<file path="config.mk">
export PLATFORM = sky130hd
export DESIGN_NAME = ps2_kbd_rx
export DESIGN_NICKNAME = d
export VERILOG_FILES = /design/src/rtl/ps2_pkg.sv /design/src/rtl/ps2_fifo.sv /design/src/rtl/ps2_kbd_rx.sv
export SDC_FILE = /design/constraint.sdc
export NUM_CORES = 1
export LEC_CHECK = 0
export CAP_MARGIN = 10
export CORE_MARGIN = 2
export CORE_UTILIZATION = 50
export DETAILED_ROUTE_END_ITERATION = 10
export PLACE_DENSITY = 0.68
export SYNTH_ARGS = -nofsm -noshare
export SYNTH_HDL_FRONTEND = slang
export SYNTH_HIERARCHICAL = 1
export SYNTH_SLANG_ARGS = --single-unit
</file>
<file path="constraint.sdc">
create_clock -name clk -period 3.7 [get_ports clk]
set_input_delay 0.925 -clock clk [delete_from_list [all_inputs] [get_ports clk]]
set_output_delay 0.925 -clock clk [all_outputs]
set_load 0.03 [all_outputs]
</file>
<file path="src/rtl/ps2_pkg.sv">
// Shared constants for the PS/2 keyboard receiver: frame geometry, common
// scancodes and the default FIFO depth.
package ps2_pkg;
   localparam int         PS2_FRAME_BITS     = 11;
   localparam logic [7:0] PS2_BREAK          = 8'hF0;
   localparam logic [7:0] PS2_EXT            = 8'hE0;
   localparam int         PS2_DEF_DEPTH_LOG2 = 3;

   // Odd parity: data bits plus parity bit must hold an odd number of ones.
   function automatic logic ps2_parity_ok(input logic [8:0] data_par);
      return ^data_par;
   endfunction
endpackage

</file>
<file path="src/rtl/ps2_fifo.sv">
// Byte FIFO between the PS/2 deframer and the scancode consumer; sticky
// overflow flag cleared by the next successful pop.
import ps2_pkg::*;

module ps2_fifo #(
   parameter int DEPTH_LOG2 = PS2_DEF_DEPTH_LOG2
) (
   input  logic       clk,
   input  logic       clrn,
   input  logic       push,
   input  logic [7:0] push_data,
   input  logic       pop_req,
   output logic [7:0] head,
   output logic       empty,
   output logic       full,
   output logic       overflow
);
   localparam int DEPTH = 1 << DEPTH_LOG2;
   localparam int CW    = DEPTH_LOG2 + 1;

   logic [7:0]            mem_q [DEPTH];
   logic [DEPTH_LOG2-1:0] wr_ptr_q, wr_ptr_d, rd_ptr_q, rd_ptr_d;
   logic [CW-1:0]         count_q, count_d;
   logic                  ovf_q, ovf_d;
   logic                  do_pop, do_push;

   assign empty    = (count_q == '0);
   assign full     = (count_q == CW'(DEPTH));
   assign head     = empty ? 8'h00 : mem_q[rd_ptr_q];
   assign overflow = ovf_q;

   always_comb begin
      do_pop   = pop_req & ~empty;
      // A pop frees a slot in the same cycle, so a full FIFO still accepts.
      do_push  = push & (~full | do_pop);
      wr_ptr_d = wr_ptr_q + DEPTH_LOG2'(do_push);
      rd_ptr_d = rd_ptr_q + DEPTH_LOG2'(do_pop);
      count_d  = count_q + CW'(do_push) - CW'(do_pop);
      ovf_d    = ovf_q;
      if (do_pop)
         ovf_d = 1'b0;
      else if (push && full)
         ovf_d = 1'b1;
   end

   always_ff @(posedge clk or negedge clrn) begin
      if (!clrn) begin
         wr_ptr_q <= '0;
         rd_ptr_q <= '0;
         count_q  <= '0;
         ovf_q    <= 1'b0;
      end else begin
         wr_ptr_q <= wr_ptr_d;
         rd_ptr_q <= rd_ptr_d;
         count_q  <= count_d;
         ovf_q    <= ovf_d;
      end
   end

   always_ff @(posedge clk) begin
      if (do_push)
         mem_q[wr_ptr_q] <= push_data;
   end
endmodule

</file>
<file path="src/rtl/ps2_kbd_rx.sv">
// PS/2 device-to-host receiver: pin synchronisers, falling-edge detect,
// 11-bit deframer and scancode FIFO. PS2_TIMEOUT_EN adds a mid-frame idle abort.
import ps2_pkg::*;

module ps2_kbd_rx #(
   parameter int DEPTH_LOG2  = PS2_DEF_DEPTH_LOG2,
   parameter int SYNC_STAGES = 3,
   parameter int TIMEOUT_CYC = 50000
) (
   input  logic       clk,
   input  logic       clrn,
   input  logic       ps2_clk,
   input  logic       ps2_data,
   input  logic       nextdata_n,
   output logic [7:0] data,
   output logic       ready,
   output logic       overflow,
   output logic       frame_err
);
   logic [SYNC_STAGES-1:0] clk_sync_q, clk_sync_d, dat_sync_q, dat_sync_d;
   logic [3:0]             bit_cnt_q, bit_cnt_d;
   logic [9:0]             sr_q, sr_d;
   logic                   frame_err_q, frame_err_d;
   logic                   neg, bit_in, push, fifo_empty, fifo_full_unused;

   assign neg       = clk_sync_q[SYNC_STAGES-1] & ~clk_sync_q[SYNC_STAGES-2];
   assign bit_in    = dat_sync_q[SYNC_STAGES-1];
   assign frame_err = frame_err_q;
   assign ready     = ~fifo_empty;

`ifdef PS2_TIMEOUT_EN
   localparam int IDLE_W = $clog2(TIMEOUT_CYC + 1);
   logic [IDLE_W-1:0] idle_q, idle_d;
`else
   logic unused_timeout_cfg;
   assign unused_timeout_cfg = ^TIMEOUT_CYC;
`endif

   always_comb begin
      clk_sync_d  = {clk_sync_q[SYNC_STAGES-2:0], ps2_clk};
      dat_sync_d  = {dat_sync_q[SYNC_STAGES-2:0], ps2_data};
      bit_cnt_d   = bit_cnt_q;
      sr_d        = sr_q;
      frame_err_d = 1'b0;
      push        = 1'b0;
      if (neg) begin
         if (bit_cnt_q == 4'(PS2_FRAME_BITS - 1)) begin
            // sr_q holds start at [0], D0..D7 at [8:1], parity at [9]; bit_in is stop.
            bit_cnt_d = '0;
            if (!sr_q[0] && bit_in && ps2_parity_ok(sr_q[9:1]))
               push = 1'b1;
            else
               frame_err_d = 1'b1;
         end else begin
            bit_cnt_d = bit_cnt_q + 4'd1;
            sr_d      = {bit_in, sr_q[9:1]};
         end
      end
`ifdef PS2_TIMEOUT_EN
      idle_d = '0;
      if (!neg && bit_cnt_q != '0) begin
         if (idle_q == IDLE_W'(TIMEOUT_CYC))
            bit_cnt_d = '0;
         else
            idle_d = idle_q + IDLE_W'(1);
      end
`endif
   end

   always_ff @(posedge clk or negedge clrn) begin
      if (!clrn) begin
         clk_sync_q  <= '1;
         dat_sync_q  <= '1;
         bit_cnt_q   <= '0;
         sr_q        <= '0;
         frame_err_q <= 1'b0;
      end else begin
         clk_sync_q  <= clk_sync_d;
         dat_sync_q  <= dat_sync_d;
         bit_cnt_q   <= bit_cnt_d;
         sr_q        <= sr_d;
         frame_err_q <= frame_err_d;
      end
   end

`ifdef PS2_TIMEOUT_EN
   always_ff @(posedge clk or negedge clrn) begin
      if (!clrn) idle_q <= '0;
      else       idle_q <= idle_d;
   end
`endif

   ps2_fifo #(.DEPTH_LOG2(DEPTH_LOG2)) u_fifo (
      .clk       (clk),
      .clrn      (clrn),
      .push      (push),
      .push_data (sr_q[8:1]),
      .pop_req   (~nextdata_n),
      .head      (data),
      .empty     (fifo_empty),
      .full      (fifo_full_unused),
      .overflow  (overflow)
   );
endmodule

</file>
# == Yosys cells after proc, flatten, opt, wreduce, memory -nomap -nowiden ==
# Memory sizes are Yosys's and may differ from the RTL's.
# Cells that the tools add are included.
# classes
addsub,5
eq_ne,2
muxes,12
n_bitwise,9
reduce_logical,8
# ops
operator,count
two-way mux 1 bit,10
parity 9 bit,1
"equality test 4 bit, second input constant",2
two-way mux 8 bit,1
adder 3 x 1 -> 3 bit,2
NOT 1 bit,5
adder 4 x 1 -> 4 bit,1
"adder 4 x 1 -> 4 bit, second input constant",1
zero test 4 bit,1
two-way mux 4 bit,1
subtractor 4 x 1 -> 4 bit,1
bitwise AND 1 bit,3
logical AND 1 bit,3
AND reduction 2 bit,1
nonzero test 2 bit,1
zero test 1 bit,1
bitwise OR 1 bit,1
# word_totals
register_bits,32
mem_bits_rw,64
word_cells,46
memories,1
# memory_table
memory,depth,word_bits,rd,rd_ports_with_merged_regs,wr,line,source
u_fifo.mem_q,8,8,1,0,1,ps2_fifo.sv:21,logic [7:0] mem_q [DEPTH];

# == Longest topological paths before layout ==
# Gate-level depths: netlist (run 1).
# depth
word_depth,9
depth_mapped,10

# == Cells and area by module ==
# The synthesis (run 1) kept the hierarchy.
# modules_own_cells
mod,n_inst,cells_each,area_per_inst_um2
ps2_fifo,1,187,3174.3
ps2_kbd_rx,1,63,868.3

# == Worst setup path after synthesis (run 1) ==
# No wires, ideal clock.
# synth_timing
kind,register to register
startpoint,register sr_q[3]
endpoint,memory u_fifo.mem_q[4][0] (enable)
setup_ps,383
t_arrival_ps,2604
t_required_ps,3317
path_slack_ps,713
stages_incl_launch_ff,7
n_path_buf,0
path_cell_list,dfrtp_1 xor2_1 xnor3_1 xnor2_1 nor4_1 o211ai_2 nor3_1
# synth_via
elab_chain_cells,8
# synth_lines
item,line,source
from (decl),ps2_kbd_rx.sv:22,"logic [9:0] sr_q, sr_d;"
from (signal assigned),ps2_kbd_rx.sv:81,sr_q <= sr_d;
parity 9 bit,ps2_pkg.sv:11,return ^data_par;
logical AND 1 bit,ps2_kbd_rx.sv:50,if (!sr_q[0] && bit_in && ps2_parity_ok(sr_q[9:1]))
two-way mux 1 bit,ps2_kbd_rx.sv:50,
two-way mux 1 bit,ps2_kbd_rx.sv:47,if (bit_cnt_q == 4'(PS2_FRAME_BITS - 1)) begin
two-way mux 1 bit,ps2_kbd_rx.sv:46,if (neg) begin
via push,ps2_kbd_rx.sv:24,"logic neg, bit_in, push, fifo_empty, fifo_full_unused;"
bitwise AND 1 bit,ps2_fifo.sv:35,do_push = push & (~full | do_pop);
two-way mux 1 bit,ps2_fifo.sv:61,if (do_push)
two-way mux 1 bit (implied by the code),ps2_fifo.sv:62,mem_q[wr_ptr_q] <= push_data;
to (decl),ps2_fifo.sv:21,
# The timed path passes the listed nets, and every way through them passes these cells.

# == Final worst setup path (run 1) ==
# layout_timing
startpoint,register u_fifo.rd_ptr_q[1]
endpoint,output data[5]
# layout_via
elab_chain_cells,2
# layout_lines
item,line,source
from (decl),ps2_fifo.sv:22,"logic [DEPTH_LOG2-1:0] wr_ptr_q, wr_ptr_d, rd_ptr_q, rd_ptr_d;"
from (signal assigned),ps2_fifo.sv:54,rd_ptr_q <= rd_ptr_d;
memory (8 x 8 bit),--,
two-way mux 8 bit,ps2_fifo.sv:29,assign head = empty ? 8'h00 : mem_q[rd_ptr_q];
to (decl),ps2_kbd_rx.sv:15,"output logic [7:0] data,"
# No other way between the ends.

==> results.yml, run 1 <==
sta:
  fmax_mhz: 304
  layout_setup_ws_ps: 412
  tightest_slew_ps: 923
  setup_viol: 0
  hold_violations: 0
  skew_ps: 11.7
  relSlewSlack: 0.383
  min_period_ps: 3290
  finalCritPeriodShare: 0.889
  setup_tns_ps: 0
  drv_slew: 0
  rsz0062_at_grt: "false"
critical_path:
  required_ps: 2770
  path_max_fanout: 23
  critical_path_class: "flop to output port"
  reg2reg_depth: 9
  rrSetupSlack_ps: 650
  critPathArrivalTime_ps: 2360
  cp-start-kind: "flop"
  end_kind: "output port"
placed_design:
  routabilityCongestion: 0.727
  postPlaceCellArea_mm2: 0.00430
  placed_cells: 366
  place_ws_ps: 664
  portBuffers: 15
  hpwl_um: 4490
power:
  p_leak_nw: 1.75
  p_per_area_mw_per_mm2: 799
  ir_drop_mv: 0.367
  finalPower_w: 0.00360
grt:
  grt_pass1_vias: 2067
  grt_max_degree: 33
  antenna_found_initial: 0
  grt_pass1_wl_um: 10900
  track_usage: 0.170
  overflow: 0
clocking:
  cts_root_buf: "clkbuf_8"
  clk-insertion-delay-late_ps: 350
  cts.repair.resized: 0
  path_clk_slew_ps: 90
  cts_tree: "built"
  cts_hold_buf: 0
  post-cts-setup-buffer-count: 0
  clock_path_buffers: 2
  numCtsBuffers: 9
  cts.htree.levels: 3
  cts.sinks: 96
routing:
  drc: 0
  vias: 2041
  wl_per_cell_um: 17.5
  routed_via_density: 5.34
  drtIter0Drc: 68
  antenna_left: 0
  wirelength_um: 6690
  dr.pass1.iters: 4
synthesis:
  syn_avg_cell_area_um2: 16.2
  synth.largest_area_cell: "edfxtp_1"
  synth_top_area_frac: 0.475
  synthArstFlopShare: 0.333
  ys_seq_area_frac: 0.675
  synth_area_leaders: "edfxtp_1 (48%), dfrtp_1 (16%), mux2i_1 (7.9%)"
  syn-cell-area_mm2: 0.00404
  ys_warn_count: 6
  syn-instance-count: 250
  syn_nets: 265
  synth_seq_cells: 96
  yosysUniqueCellTypes: 38
  synth_edf_count: 64
  ys.flop_type: "edfxtp_1"
hold_path:
  min_path_type: "flop to flop"
  whs_path_depth: 0
die:
  fp.dieW_um: 93.9
  die_h_um: 93.9
  placeableCoreArea_mm2: 0.00777
  io_pins: 16
  start_util: 0.520
  num_rows: 32
  fp.dieArea_mm2: 0.00882
layout:
  design_area_mm2: 0.00451
  fillers: 625
  area_growth_pct: 11.5
  drive_gt1_frac: 0.193
  multi_input_area_mm2: 0.00120
  diodes: 0
  seq_area_mm2: 0.00273
  nNetsFinal: 290
  instances_no_fill: 382
run:
  drv_cap: 0
run_status:
  status: "completed"
Yosys cell counts (2+ instances only):
library cell and n:
edfxtp_1 64, mux2i_1 32, dfrtp_1 26, a22o_1 16, mux2_2 11, ha_1 9
nor2_1 9, inv_1 8, nor3_2 8, nor2b_1 7, dfstp_2 6, nand2_1 6
xor2_1 6, o21ai_0 5, xnor2_1 5, nand2b_1 3, a21oi_1 2, buf_4 2
buf_6 2, clkbuf_1 2, nor3_1 2, nor3b_1 2, o211ai_2 2
through the flow:
step	util	hold WS (ps)
6_report	0.580	360
5_1_grt	0.580	366
4_1_cts	0.580	361
3_5_place_dp	0.554	348
3_3_place_gp	0.554	346
2_1_floorplan	-	345
critical path, cell delays in order (launching register included):
cell and delay (ps):
dfrtp_1 360, buf_4 370, mux2i_1 130, a22o_1 270, nor3_2 170, clkdlybuf4s50_1 700
sequential cells by signal (all words and copies together), names as in the netlist:
| register | flops |
|---|---|
| clk_sync_q | 3 |
| dat_sync_q | 3 |
| u_fifo/mem_q | 64 |
| sr_q | 10 |
| u_fifo/overflow | 1 |
| u_fifo/count_q | 4 |
| bit_cnt_q | 4 |
| u_fifo/rd_ptr_q | 3 |
| u_fifo/wr_ptr_q | 3 |
| frame_err | 1 |
path summary, 6_finish.rpt:
kind,start,end
worst max-delay path,u_fifo/rd_ptr_q[1],data[5]
worst min register to register,dat_sync_q[1],dat_sync_q[2]
worst min-delay path,dat_sync_q[1],dat_sync_q[2]
max in group asynchronous,clrn,dat_sync_q[2]
min in group asynchronous,clrn,u_fifo/count_q[0]
worst max register to register,sr_q[3],u_fifo/count_q[1]
placed cells by master (no fill, tap or decap), drive strengths merged, types with 3 or more instances in the layout:
cell | netlist | layout
xnor2 | 5 | 5
clkbuf | 2 | 13
nor2b | 7 | 7
mux2i | 32 | 32
nor2 | 9 | 9
xor2 | 6 | 6
ha | 9 | 9
buf | 7 | 8
clkinv | 0 | 3
o21ai | 5 | 5
nand2b | 3 | 3
nor3 | 10 | 10
inv | 8 | 8
clkdlybuf4s50 | 0 | 15
edfxtp | 64 | 64
a22o | 16 | 16
dfrtp | 26 | 26
dfstp | 6 | 6
nand2 | 6 | 6
mux2 | 11 | 11
cell type report:
type | count | area share
sequential | 96 | 0.606
multi-input combinational | 137 | 0.267
timing repair buffer | 23 | 0.0467
clock buffer | 13 | 0.0403
tap | 102 | 0.0283
inverter | 8 | 0.00666
clock inverter | 3 | 0.00500
report_power, final:
| group | leakage [nW] | internal (W) | switching (W) |
|---|---|---|---|
| clock | 0.108 | 0.000327 | 0.000343 |
| combinational | 0.688 | 0.000638 | 0.000700 |
| sequential | 0.957 | 0.00138 | 0.000209 |
| total | 1.75 | 0.00235 | 0.00125 |
cells by family after synthesis:
kind of cell               Yosys count  share of synthesized area
DFF                                 96                      0.675
muxes                               43                      0.110
AOI/OAI and AO/OA                   28                     0.0557
and+or+nand+nor                     44                     0.0687
adders and majority gates           10                     0.0328
buffers and inverters               17                     0.0282
xor gates and xnor gates            12                     0.0294
routing by layer:
layer  vias up  track usage  wire (µm)
li1        982            -          -
met1      1014        0.225       3070
met2        36        0.277       3320
met3         9       0.0265        180
met4         0       0.0833        128
met5         -            0          0
(Power assumes the default switching activity.)
==> run 2, diff against run 1 <==
Settings changed: CORE_UTILIZATION 50 to 60, PLACE_DENSITY 0.68 to 0.79, SLEW_MARGIN set to 20.
==> results.yml, run 2 (synthesized netlist as in run 1, its figures left out) <==
run_status:
  status: "completed"
sta:
  drv_slew: 0
  finalCritPeriodShare: 0.944
  setup_tns_ps: 0
  skew_ps: 6.04
  hold_violations: 0
  rsz0062_at_grt: "false"
  tightest_slew_ps: 1040
  setup_viol: 0
  fmax_mhz: 286
  min_period_ps: 3490
  relSlewSlack: 0.303
grt:
  antenna_found_initial: 0
  grt_max_degree: 33
  grt_pass1_wl_um: 10400
  track_usage: 0.191
  overflow: 0
  grt_pass1_vias: 2077
die:
  placeableCoreArea_mm2: 0.00642
  fp.dieW_um: 86.1
  io_pins: 16
  fp.dieArea_mm2: 0.00741
  num_rows: 29
  die_h_um: 86.1
  start_util: 0.629
layout:
  top_regs: "u_fifo/mem_q: 64 flops, sr_q: 10 flops"
  largest-register: "u_fifo/mem_q"
  drive_gt1_frac: 0.186
  layout_common_cells: "edfxtp_1 (64), mux2i_1 (32), dfrtp_1 (26)"
  diodes: 0
  area_growth_pct: 10.3
  nNetsFinal: 290
  final_core_util: 0.694
  final_common_cell: "edfxtp_1"
  largest_reg_flops: 64
routing:
  antenna_left: 0
  vias: 2046
  drc: 0
  wl_per_cell_um: 17.9
  dr.pass1.iters: 4
  drtIter0Drc: 114
  wirelength_um: 6400
  routed_via_density: 5.73
hold_path:
  min_path_type: "flop to flop"
  whs_endpoint: "clk_sync_q[1]"
  whs_path_depth: 0
  min_from: "clk_sync_q[0]"
critical_path:
  required_ps: 2770
  critPathArrivalTime_ps: 2570
  crit_chain: "inv_1 -> ha_1 -> nor3b_2 -> nor3_2 -> clkdlybuf4s50_1"
  max_stage_delay_ps: 830
  end_kind: "output port"
  rrSetupSlack_ps: 600
  reg2reg_depth: 10
  r2r-end: "u_fifo/count_q[3]"
  cp-start-kind: "flop"
  crit_path_top_delay_cell: "nor3b_2"
  critical_path_class: "flop to output port"
  path_max_fanout: 11
  crit-reg2reg-launch: "sr_q[3]"
clocking:
  clk-insertion-delay-late_ps: 350
  path_clk_slew_ps: 80
  cts_tree: "built"
  cts.htree.levels: 3
  cts.sinks: 96
  cts_root_buf: "clkbuf_8"
  cts.repair.resized: 0
  clock_path_buffers: 2
  numCtsBuffers: 9
  cts_hold_buf: 0
  post-cts-setup-buffer-count: 0
run:
  drv_cap: 0
power:
  p_clk_frac: 0.181
  p_leak_nw: 1.74
  p_sw_frac: 0.349
  p_switching_w: 0.00125
  power.internal_w: 0.00232
  power_frac_comb: 0.369
  seqPwrFrac: 0.450
  p_per_area_mw_per_mm2: 801
  ir_drop_mv: 0.376
placed_design:
  hpwl_um: 4330
  routabilityCongestion: 0.745
  portBuffers: 15
==> run 2: per-stage QoR <==
step	worst slack (ps)	total power [W]	instance area [µm²]	instances	hold WS [ps]
after floorplan	713	0.00259	4040	250	345
after global placement	662	0.00291	4270	341	347
after detailed placement	586	0.00295	4270	341	348
after CTS	202	0.00360	4460	357	363
after global routing	31.3	0.00377	4460	357	367
final	206	0.00357	4460	357	360
==> run 2: worst max-delay path by stage <==
stage / startpoint / endpoint / slack [ps] / cells past startpoint
after floorplan: sr_q[3] / u_fifo/mem_q[4][0] / 710 / 6
after detailed placement: u_fifo/count_q[2] / data[4] / 590 / 5
after CTS: u_fifo/count_q[2] / data[4] / 200 / 5
final: u_fifo/count_q[2] / data[5] / 210 / 5
after global routing: u_fifo/count_q[2] / data[2] / 30 / 5
after global placement: u_fifo/count_q[2] / data[7] / 660 / 5
==> run 2: power by group through the flow <==
stage | registers (W) | logic [W] | clock network [W]
after global placement | 0.00161 | 0.00130 | 0
after detailed placement | 0.00163 | 0.00132 | 0
final | 0.00161 | 0.00132 | 0.000648
after floorplan | 0.00154 | 0.00105 | 0
after global routing | 0.00164 | 0.00143 | 0.000704
after CTS | 0.00161 | 0.00133 | 0.000664
==> run 2: worst max-delay path, delay by kind of cell (launching register included) <==
| family | cells | cell delay [ps] |
|---|---|---|
| buffers and inverters | 2 | 730 |
| DFF | 1 | 360 |
| adders and majority gates | 1 | 170 |
| and+or+nand+nor | 2 | 950 |
==> run 2: layout make-up <==
class	count	area [µm²]
fillers	430	1960
inverters	8	30.0
flip-flops and latches	96	2730
well taps	77	96.3
clock inverters	6	60.1
multi-input cells	137	1200
clock buffers	10	128
repair buffers	23	210
==> run 2: per-layer routing <==
layer | GRT usage | wire length [µm] | vias up
met5 | 0 | 0 | -
met4 | 0.0909 | 163 | 0
met3 | 0.0337 | 177 | 16
met2 | 0.305 | 3050 | 35
met1 | 0.257 | 3020 | 1015
li1 | - | - | 980
==> run 3, diff against run 2 <==
Settings changed: CELL_PAD_IN_SITES_DETAIL_PLACEMENT set to 0, CELL_PAD_IN_SITES_GLOBAL_PLACEMENT set to 2, CORE_UTILIZATION 60 to 45, CTS_CLUSTER_DIAMETER set to 80, PLACE_DENSITY 0.79 to unset, PLACE_DENSITY_LB_ADDON set to 0.1.
==> results.yml, run 3 (synthesized netlist as in run 1, its figures left out) <==
critical_path:
  critPathArrivalTime_ps: 2400
  cp.depth: 4
  end_kind: "output port"
  critical_path_class: "flop to output port"
  max_stage_delay_ps: 690
  r2r-end: "u_fifo/count_q[3]"
  required_ps: 2770
  crit-reg2reg-launch: "sr_q[3]"
  critPathTopFamily: "simple AND/OR/NAND/NOR gates"
  crit_path_top_delay_cell: "nor2b_1"
  cp-start-kind: "flop"
  crit_chain: "nor2b_1 -> a22o_1 -> nor3_2 -> clkdlybuf4s50_1"
  path_max_fanout: 8
  rrSetupSlack_ps: 700
  reg2reg_depth: 10
  critPathBufInv: 1
die:
  start_util: 0.464
  num_rows: 34
  io_pins: 16
  placeableCoreArea_mm2: 0.00872
  fp.dieW_um: 98.8
  die_h_um: 98.8
  fp.dieArea_mm2: 0.00976
routing:
  vias: 2087
  wirelength_um: 7030
  drtIter0Drc: 103
  dr.pass1.iters: 4
  antenna_left: 0
  routed_via_density: 5.30
  drc: 0
  wl_per_cell_um: 17.8
hold_path:
  whs_endpoint: "dat_sync_q[1]"
  whs_path_depth: 0
  min_path_type: "flop to flop"
  min_from: "dat_sync_q[0]"
placed_design:
  hpwl_um: 4570
  placed_cells: 378
  postPlaceCellArea_mm2: 0.00435
  portBuffers: 15
  routabilityCongestion: 0.716
power:
  seqPwrFrac: 0.445
  power.internal_w: 0.00228
  p_per_area_mw_per_mm2: 786
  p_sw_frac: 0.360
  finalPower_w: 0.00357
  power_frac_comb: 0.375
  ir_drop_mv: 0.320
  p_switching_w: 0.00129
  p_clk_frac: 0.180
  p_leak_nw: 1.77
clocking:
  cts.htree.levels: 3
  cts_root_buf: "clkbuf_8"
  path_clk_slew_ps: 90
  post-cts-setup-buffer-count: 0
  clk-insertion-delay-late_ps: 360
  cts_tree: "built"
  cts_hold_buf: 0
  clock_path_buffers: 2
  cts.sinks: 96
  cts.repair.resized: 0
  numCtsBuffers: 9
sta:
  setup_viol: 0
  fmax_mhz: 301
  rsz0062_at_grt: "false"
  hold_violations: 0
  relSlewSlack: 0.430
  skew_ps: 9.64
  setup_tns_ps: 0
  finalCritPeriodShare: 0.897
  drv_slew: 0
  min_period_ps: 3320
  tightest_slew_ps: 851
layout:
  area_growth_pct: 12.3
  layout_common_cells: "edfxtp_1 (64), mux2i_1 (32), dfrtp_1 (26)"
  fillers: 746
  drive_gt1_frac: 0.210
  final_core_util: 0.521
  diodes: 0
  largest_reg_flops: 64
  top_regs: "u_fifo/mem_q: 64 flops, sr_q: 10 flops"
  nNetsFinal: 296
  multi_input_area_mm2: 0.00120
  seq_area_mm2: 0.00273
  final_common_cell: "edfxtp_1"
  instances_no_fill: 394
  design_area_mm2: 0.00454
  largest-register: "u_fifo/mem_q"
grt:
  track_usage: 0.156
  overflow: 0
  grt_max_degree: 33
  antenna_found_initial: 0
  grt_pass1_vias: 2155
  grt_pass1_wl_um: 11400
run_status:
  status: "completed"
run:
  drv_cap: 0
-- run 3: cell types whose count changed in the layout (fill, tap and decap cells not counted), sizes merged --
| cell | change |
|---|---|
| buf | +6 |
| clkbuf | -1 |
| clkinv | -2 |
| inv | +3 |
| bufinv | -1 |
| clkinvlp | +1 |
-- run 3: worst max-delay path by stage --
stage          slack, ps            endpoint               start
6_report             380             data[3]  u_fifo/rd_ptr_q[0]
2_1_floorplan        710  u_fifo/mem_q[4][0]             sr_q[3]
5_1_grt              260             data[3]  u_fifo/rd_ptr_q[0]
3_3_place_gp         750   u_fifo/count_q[3]             sr_q[6]
4_1_cts              390             data[3]  u_fifo/rd_ptr_q[0]
3_5_place_dp         700   u_fifo/count_q[3]             sr_q[3]
-- run 3: power groups by stage --
stage          sequential, W  clock (W)  combinational, W
3_3_place_gp         0.00160          0           0.00135
6_report             0.00159   0.000643           0.00134
3_5_place_dp         0.00162          0           0.00136
5_1_grt              0.00163   0.000696           0.00146
4_1_cts              0.00159   0.000664           0.00136
2_1_floorplan        0.00154          0           0.00105
-- run 3: per-layer routing --
| layer | vias to the layer above | global-route usage | wire (µm) |
|---|---|---|---|
| li1 | 995 | - | - |
| met1 | 1057 | 0.219 | 3320 |
| met2 | 26 | 0.242 | 3430 |
| met3 | 9 | 0.0262 | 169 |
| met4 | 0 | 0.0664 | 117 |
| met5 | - | 0 | 0 |
-- run 3: area by class of cell --
type / count / share of cell area
flip-flops and latches: 96 / 0.601
multi-input cells: 137 / 0.265
well taps: 108 / 0.0298
inverters: 8 / 0.00661
clock inverters: 7 / 0.0140
repair buffers: 29 / 0.0562
clock buffers: 9 / 0.0273
-- run 3: metrics by stage --
stage                     hold WS, ps  setup WS, ps
after detailed placement          349           704
after floorplan                   345           713
after global placement            347           755
after CTS                         363           390
final                             360           379
after global routing              363           262
